[src/rtl/guess_evaluator_if.sv]
// Handshake/data bundle between the Mastermind code-breaker stage and its surroundings.
// Signal names match the original flat port list so connections map one-to-one.
interface guess_evaluator_if;
  logic        started;
  logic [11:0] secret;
  logic        maker_p;
  logic        enterA;
  logic        enterB;
  logic [2:0]  SW;
  logic        new_game;

  logic        take_guess;
  logic [2:0]  sym_idx;
  logic [2:0]  exact;
  logic [2:0]  partial;
  logic        result_valid;
  logic [3:0]  guess_count;
  logic        win;
  logic        lose;
  logic        game_over;

  modport master (
    output started, secret, maker_p, enterA, enterB, SW, new_game,
    input  take_guess, sym_idx, exact, partial, result_valid, guess_count,
           win, lose, game_over
  );

  modport slave (
    input  started, secret, maker_p, enterA, enterB, SW, new_game,
    output take_guess, sym_idx, exact, partial, result_valid, guess_count,
           win, lose, game_over
  );
endinterface

[src/rtl/guess_evaluator.sv]
// Mastermind code-breaker: latches the secret, collects four guess symbols, scores them.
// Define GUESS_EVAL_PARTIAL_EN to build colour-only (partial) scoring; otherwise partial is 0.
module guess_evaluator #(
  parameter int unsigned MAX_GUESSES = 10
) (
  input logic              clk,
  input logic              reset,
  guess_evaluator_if.slave bus
);
  typedef enum logic [2:0] {IDLE, COLLECT, EVAL, SHOW, OVER} state_t;

  localparam logic [3:0] MAX_COUNT = 4'(MAX_GUESSES);

  state_t      state_q, state_d;
  logic [11:0] secret_q, secret_d;
  logic [11:0] guess_q, guess_d;
  logic [2:0]  sym_idx_q, sym_idx_d;
  logic [2:0]  exact_q, exact_d;
  logic [3:0]  guess_count_q, guess_count_d;
  logic        win_q, win_d;
  logic        lose_q, lose_d;

  logic        enter_ok;
  logic        abort;
  logic [2:0]  exact_now;
  logic [2:0]  exact_fin;
  logic        score;

`ifdef GUESS_EVAL_PARTIAL_EN
  logic [3:0]  step_q, step_d;
  logic [2:0]  exact_acc_q, exact_acc_d;
  logic [2:0]  match_acc_q, match_acc_d;
  logic [2:0]  partial_q, partial_d;
  logic [2:0]  colour;

  function automatic logic [2:0] count_colour(input logic [11:0] code, input logic [2:0] c);
    logic [2:0] n;
    n = '0;
    for (int unsigned i = 0; i < 4; i++)
      if (code[3*i +: 3] == c) n = n + 3'd1;
    return n;
  endfunction

  function automatic logic [2:0] min3(input logic [2:0] a, input logic [2:0] b);
    return (a < b) ? a : b;
  endfunction
`endif

  function automatic logic [2:0] count_exact(input logic [11:0] a, input logic [11:0] b);
    logic [2:0] n;
    n = '0;
    for (int unsigned i = 0; i < 4; i++)
      if (a[3*i +: 3] == b[3*i +: 3]) n = n + 3'd1;
    return n;
  endfunction

  assign enter_ok  = bus.maker_p ? bus.enterA : bus.enterB;
  assign abort     = !bus.started && (state_q inside {COLLECT, EVAL, SHOW});
  assign exact_now = count_exact(guess_q, secret_q);

  always_comb begin
    state_d       = state_q;
    secret_d      = secret_q;
    guess_d       = guess_q;
    sym_idx_d     = sym_idx_q;
    exact_d       = exact_q;
    guess_count_d = guess_count_q;
    win_d         = win_q;
    lose_d        = lose_q;
    exact_fin     = exact_now;
    score         = 1'b0;
`ifdef GUESS_EVAL_PARTIAL_EN
    step_d        = step_q;
    exact_acc_d   = exact_acc_q;
    match_acc_d   = match_acc_q;
    partial_d     = partial_q;
    colour        = 3'(step_q - 4'd1);
`endif

    if (abort) begin
      state_d   = IDLE;
      sym_idx_d = '0;
    end else begin
      unique case (state_q)
        IDLE: begin
          if (bus.started) begin
            secret_d      = bus.secret;
            guess_d       = '0;
            sym_idx_d     = '0;
            exact_d       = '0;
            guess_count_d = '0;
            win_d         = 1'b0;
            lose_d        = 1'b0;
`ifdef GUESS_EVAL_PARTIAL_EN
            partial_d     = '0;
`endif
            state_d       = COLLECT;
          end
        end
        COLLECT: begin
          if (enter_ok) begin
            guess_d = {guess_q[8:0], bus.SW};
            if (sym_idx_q == 3'd3) begin
              sym_idx_d = '0;
              state_d   = EVAL;
`ifdef GUESS_EVAL_PARTIAL_EN
              step_d    = '0;
`endif
            end else begin
              sym_idx_d = sym_idx_q + 3'd1;
            end
          end
        end
        EVAL: begin
`ifdef GUESS_EVAL_PARTIAL_EN
          // Step 0 counts positions; steps 1..8 add per-colour overlaps. The last
          // colour's contribution is folded in combinationally on the SHOW-entry edge.
          if (step_q == 4'd0) begin
            exact_acc_d = exact_now;
            match_acc_d = '0;
          end else begin
            match_acc_d = match_acc_q + min3(count_colour(secret_q, colour),
                                             count_colour(guess_q, colour));
          end
          step_d    = step_q + 4'd1;
          exact_fin = exact_acc_q;
          if (step_q == 4'd8) begin
            score     = 1'b1;
            step_d    = '0;
            partial_d = match_acc_d - exact_acc_q;
          end
`else
          score = 1'b1;
`endif
          if (score) begin
            state_d       = SHOW;
            exact_d       = exact_fin;
            guess_count_d = guess_count_q + 4'd1;
            win_d         = (exact_fin == 3'd4);
            lose_d        = (exact_fin != 3'd4) && ((guess_count_q + 4'd1) == MAX_COUNT);
          end
        end
        SHOW: begin
          state_d = (win_q || lose_q) ? OVER : COLLECT;
        end
        OVER: begin
          if (bus.new_game) state_d = IDLE;
        end
        default: state_d = IDLE;
      endcase
    end
  end

  always_ff @(posedge clk or negedge reset) begin
    if (!reset) begin
      state_q       <= IDLE;
      secret_q      <= '0;
      guess_q       <= '0;
      sym_idx_q     <= '0;
      exact_q       <= '0;
      guess_count_q <= '0;
      win_q         <= 1'b0;
      lose_q        <= 1'b0;
`ifdef GUESS_EVAL_PARTIAL_EN
      step_q        <= '0;
      exact_acc_q   <= '0;
      match_acc_q   <= '0;
      partial_q     <= '0;
`endif
    end else begin
      state_q       <= state_d;
      secret_q      <= secret_d;
      guess_q       <= guess_d;
      sym_idx_q     <= sym_idx_d;
      exact_q       <= exact_d;
      guess_count_q <= guess_count_d;
      win_q         <= win_d;
      lose_q        <= lose_d;
`ifdef GUESS_EVAL_PARTIAL_EN
      step_q        <= step_d;
      exact_acc_q   <= exact_acc_d;
      match_acc_q   <= match_acc_d;
      partial_q     <= partial_d;
`endif
    end
  end

  assign bus.take_guess   = (state_q == COLLECT);
  assign bus.result_valid = (state_q == SHOW);
  assign bus.game_over    = (state_q == OVER);
  assign bus.sym_idx      = sym_idx_q;
  assign bus.exact        = exact_q;
  assign bus.guess_count  = guess_count_q;
  assign bus.win          = win_q;
  assign bus.lose         = lose_q;
`ifdef GUESS_EVAL_PARTIAL_EN
  assign bus.partial      = partial_q;
`else
  assign bus.partial      = '0;
`endif
endmodule

[src/flat_wrapper.sv]
// flat-port wrapper written by rule: the top's interface ports become plain ports
module guess_evaluator_flat 
#(
  parameter int unsigned MAX_GUESSES = 10
)
  (clk, reset, bus_started, bus_secret, bus_maker_p, bus_enterA, bus_enterB, bus_SW, bus_new_game, bus_take_guess, bus_sym_idx, bus_exact, bus_partial, bus_result_valid, bus_guess_count, bus_win, bus_lose, bus_game_over);
  guess_evaluator_if bus_i ();
  input logic clk;
  input logic reset;
  input wire logic [$bits(bus_i.started)-1:0] bus_started;
  input wire logic [$bits(bus_i.secret)-1:0] bus_secret;
  input wire logic [$bits(bus_i.maker_p)-1:0] bus_maker_p;
  input wire logic [$bits(bus_i.enterA)-1:0] bus_enterA;
  input wire logic [$bits(bus_i.enterB)-1:0] bus_enterB;
  input wire logic [$bits(bus_i.SW)-1:0] bus_SW;
  input wire logic [$bits(bus_i.new_game)-1:0] bus_new_game;
  output wire logic [$bits(bus_i.take_guess)-1:0] bus_take_guess;
  output wire logic [$bits(bus_i.sym_idx)-1:0] bus_sym_idx;
  output wire logic [$bits(bus_i.exact)-1:0] bus_exact;
  output wire logic [$bits(bus_i.partial)-1:0] bus_partial;
  output wire logic [$bits(bus_i.result_valid)-1:0] bus_result_valid;
  output wire logic [$bits(bus_i.guess_count)-1:0] bus_guess_count;
  output wire logic [$bits(bus_i.win)-1:0] bus_win;
  output wire logic [$bits(bus_i.lose)-1:0] bus_lose;
  output wire logic [$bits(bus_i.game_over)-1:0] bus_game_over;
  assign bus_i.started = bus_started;
  assign bus_i.secret = bus_secret;
  assign bus_i.maker_p = bus_maker_p;
  assign bus_i.enterA = bus_enterA;
  assign bus_i.enterB = bus_enterB;
  assign bus_i.SW = bus_SW;
  assign bus_i.new_game = bus_new_game;
  assign bus_take_guess = bus_i.take_guess;
  assign bus_sym_idx = bus_i.sym_idx;
  assign bus_exact = bus_i.exact;
  assign bus_partial = bus_i.partial;
  assign bus_result_valid = bus_i.result_valid;
  assign bus_guess_count = bus_i.guess_count;
  assign bus_win = bus_i.win;
  assign bus_lose = bus_i.lose;
  assign bus_game_over = bus_i.game_over;
  guess_evaluator #(.MAX_GUESSES(MAX_GUESSES)) u_core (.clk(clk), .reset(reset), .bus(bus_i));
endmodule
[config.mk]
export PLATFORM = sky130hd
export DESIGN_NAME = guess_evaluator_flat
export DESIGN_NICKNAME = d
export VERILOG_FILES = /design/src/rtl/guess_evaluator_if.sv /design/src/rtl/guess_evaluator.sv /design/src/flat_wrapper.sv
export SDC_FILE = /design/constraint.sdc
export NUM_CORES = 1
export LEC_CHECK = 0
export BUFFER_PORTS_ARGS = -buffer_cell sky130_fd_sc_hd__buf_4
export CAP_MARGIN = 20
export CORE_MARGIN = 2
export CORE_UTILIZATION = 59
export DETAILED_ROUTE_END_ITERATION = 6
export PLACE_DENSITY = 0.95
export SYNTH_ARGS = -nofsm -noshare
export SYNTH_HDL_FRONTEND = slang
export SYNTH_SLANG_ARGS = --single-unit
export TNS_END_PERCENT = 30
[constraint.sdc]
create_clock -name clk -period 7.4 [get_ports clk]
set_input_delay 1.48 -clock clk [delete_from_list [all_inputs] [get_ports clk]]
set_output_delay 1.48 -clock clk [all_outputs]
set_load 0.005 [all_outputs]
==> summary.md <==
| Metric | Value |
|---|---|
| Yosys reg bits | 39 |
| Die height | 62.6 microns |
| Worst-path clk slew | 110 ps |
| Share of cells above drive strength 1 | 24.8% |
| Delay-heaviest family, CP | simple AND/OR/NAND/NOR gates |
| Met2 Routed Length | 1980 microns |
| Grt total ovfl | 0 |
| VDD IR max | 0.143 mV |
| Worst path arrival time | 2120 ps |
| Layout area overhead | 18.3% |
| Filler cell count | 243 |
| Crit path capture type | primary output |
| First-pass GRT wire length | 6870 microns |
| Area of the mapped netlist | 0.00202 sq mm |
| Post-synth cell types | 40 |
| Die width | 62.6 microns |
| RSZ-0062 raised after global routing | no |
| Resized cells post-CTS | 0 |
| Routability cong. | 0.783 |
| Fin crit share | 48.7% |
| Crit Path Class | reg2out |
| Status | finished, final reports clean |
| Clock buffer depth | 2 |
| Drt drc | 0 |
| Critical path launch point type | flip-flop |
| Clock sink count | 39 |
| CP max stage delay | 730 ps |
| CP bufs+invs | 1 |
| Postcts setup bufs | 0 |
| Row Count | 21 |
| Yosys Warn Count | 0 |
| WL met1 | 1620 microns |
| CP required | 5920 ps |
| Inserted Clock Buffers | 5 |
| Setup_tns | 0 ps |
| Io pins | 40 |
| Largest net degree at the start of global routing | 40 |
| # diodes | 0 |
| Final std cells w/o fill | 284 |
| CORE AREA | 0.00331 sq mm |
| Flop pwr share | 50.3% |
| Slew HR | 43.2% |
| Clock Power Share | 30.8% |
| WP depth | 3 |
| Full die area | 0.00392 sq mm |
| Number of global-route vias before repair | 1543 |
| R2R depth | 10 |
| Vias per inst | 5.58 |
| Clk_lat worst skew | 350 ps |
| Worst Tran Pin Value | 850 ps |
| Worst clock skew | 7.22 ps |
| Reg2reg start | u_core.guess_q[4] |
| Port Buffers | 36 |
| GRT Util Overall | 22.5% |
| Cts hold-fix bufs | 0 |
| P_sw | 0.132 mW |
| Final HPWL DP | 2790 microns |
| Cell-internal power | 0.352 mW |
| # nets final | 265 |
| Detailed Route WL | 3860 microns |
| Hold slack | 493 ps |
| Leakage Power | 1.19 nW |
| Hold wc startpoint | u_core.bus.exact[1] |
| Switching share of power | 27.3% |
| Routed met3 length | 184 microns |
| Total power | 0.484 mW |
| DR vias | 1586 |
| Sequential fraction of the synthesis area | 48.2% |
| Gate count of the mapped netlist | 201 |
| Crit path from | u_core.state_q[0] |
| Initial antenna violation count | 0 |
| Top sig layer | met4 |
| Cell count of the worst hold path | 2 |
| Synth Area per Inst | 10.1 sq um |
| Max Slew Vio Count | 0 |
| Worst-path maximum fanout | 13 |
| CP most frequent cell | nor2b_1 |
| H-tree Lvls | 2 |
| Starting Density | 61.1% |
| Fmax | 278 MHz |
| Final-report setup violation count | 0 |
| Final Hold Vio Count | 0 |
| Critical path, cell by cell | nor2b_1 > nor2b_1 > buf_4 |
| Final ANT Viol Nets | 0 |
| Placed Cells | 276 |
| Maxcap violations | 0 |
| 1st-pass router iterations | 4 |
| Post-layout min period | 3600 ps |
| Pwr Density | 202 mW/mm^2 |
| Tightest Hold Check Type | reg2reg |
| CTS tree | done |
| Drt first-iter violations | 92 |
| CP max stage cell | nor2b_1 |
| Gate power share | 18.9% |
| CTS root buf | clkbuf_4 |
| Post-DR wirelength/cell | 13.6 microns |
## power groups by stage
stage / clock network, mW / registers (mW) / logic (mW)
3_3_place_gp: 0 / 0.247 / 0.0850
3_5_place_dp: 0 / 0.248 / 0.0894
6_report: 0.149 / 0.243 / 0.0913
5_1_grt: 0.164 / 0.246 / 0.102
4_1_cts: 0.151 / 0.244 / 0.0918
2_1_floorplan: 0 / 0.244 / 0.0651
## cells in the mapped netlist (all sizes together)
cell type	count	area [sq um]
nor2	8	30.0
nor3	5	25.0
mux2i	1	10.0
a21o	3	22.5
dfrtp	39	976
o22ai	1	12.5
or2b	2	15.0
buf	6	43.8
nand2b	2	12.5
o21a	1	7.51
and4	1	8.76
xnor2	12	105
o31ai	4	30.0
inv	5	18.8
nand3	17	85.1
clkbuf	4	15.0
xor2	6	52.6
conb	1	3.75
nand4	2	12.5
nand2	36	135
ha	6	75.1
or4	2	18.8
mux2	13	146
nor2b	6	40.0
o21ai	5	25.0
nor4	1	6.26
nor4b	1	8.76
nor3b	1	7.51
o311a	1	10.0
or2	1	6.26
a22o	3	26.3
a211o	1	8.76
a21oi	4	23.8
## per-layer routing
metal	vias up	GRT usage, %
met4	0	10.3
met1	770	27.5
li1	765	-
met3	8	5.23
met5	-	0
met2	43	37.8
## cells by family (layout without fill, tap and decap cells)
kind of cell / count (synthesis) / count (layout) / share of synthesized area (%)
other cells: 1 / 3 / 0.185
flops: 39 / 39 / 48.2
compound gates: 23 / 23 / 8.22
xor+xnor: 18 / 18 / 7.79
mux: 14 / 14 / 7.73
buf+inv: 15 / 50 / 3.83
simple gates: 85 / 85 / 20.3
fa+ha+maj: 6 / 6 / 3.71
## worst min-delay path, stage by stage (launching register included)
cell,delay (ps)
dfrtp_1,360
nand2_1,50
o31ai_1,50
## metrics by stage
step           util [%]  worst slack [ps]  cell area [sq um]
2_1_floorplan         -              4740               2030
3_3_place_gp       69.7              4320               2310
3_5_place_dp       69.7              4230               2310
4_1_cts            72.3              3830               2390
5_1_grt            72.3              3670               2390
6_report           72.3              3800               2390
## final cells by class
class                      instances  area, sq um  share of cell area, %
sequential                        39          976                   40.8
tap                               46         57.6                   2.40
inverter                           5         18.8                  0.784
clock buffer                       6         51.3                   2.14
clock inverter                     2         35.0                   1.46
multi-input combinational        149          978                   40.9
timing repair buffer              37          278                   11.6
## final timing paths
check                                       endpoint  slack, ps
min in group asynchronous        u_core.secret_q[10]       1080
max in group asynchronous  u_core.bus.guess_count[2]       5980
max reg2reg                          u_core.bus.lose       4610
min                              u_core.bus.exact[1]        490
max                                   bus_take_guess       3800
min reg2reg                      u_core.bus.exact[1]        490
## sequential cells by signal, summed over array words and instances (netlist names)
name                    count
u_core.secret_q            12
u_core.guess_q             12
u_core.bus.exact            3
u_core.bus.sym_idx          3
u_core.bus.lose             1
u_core.state_q              3
u_core.bus.win              1
u_core.bus.guess_count      4
## cells in the final DEF (no fill, tap or decap), drive strengths merged, types with 2 or more instances in the layout
| cell | synthesis | layout |
|---|---|---|
| a21oi | 4 | 4 |
| xor2 | 6 | 6 |
| clkbuf | 4 | 6 |
| conb | 1 | 3 |
| mux2 | 13 | 13 |
| or2b | 2 | 2 |
| nand2b | 2 | 2 |
| nand4 | 2 | 2 |
| or4 | 2 | 2 |
| nand2 | 36 | 36 |
| nand3 | 17 | 17 |
| buf | 6 | 37 |
| nor2 | 8 | 8 |
| nor2b | 6 | 6 |
| dfrtp | 39 | 39 |
| a22o | 3 | 3 |
| xnor2 | 12 | 12 |
| a21o | 3 | 3 |
| inv | 5 | 5 |
| ha | 6 | 6 |
| o21ai | 5 | 5 |
| nor3 | 5 | 5 |
| o31ai | 4 | 4 |
(Power assumes the default switching activity.)
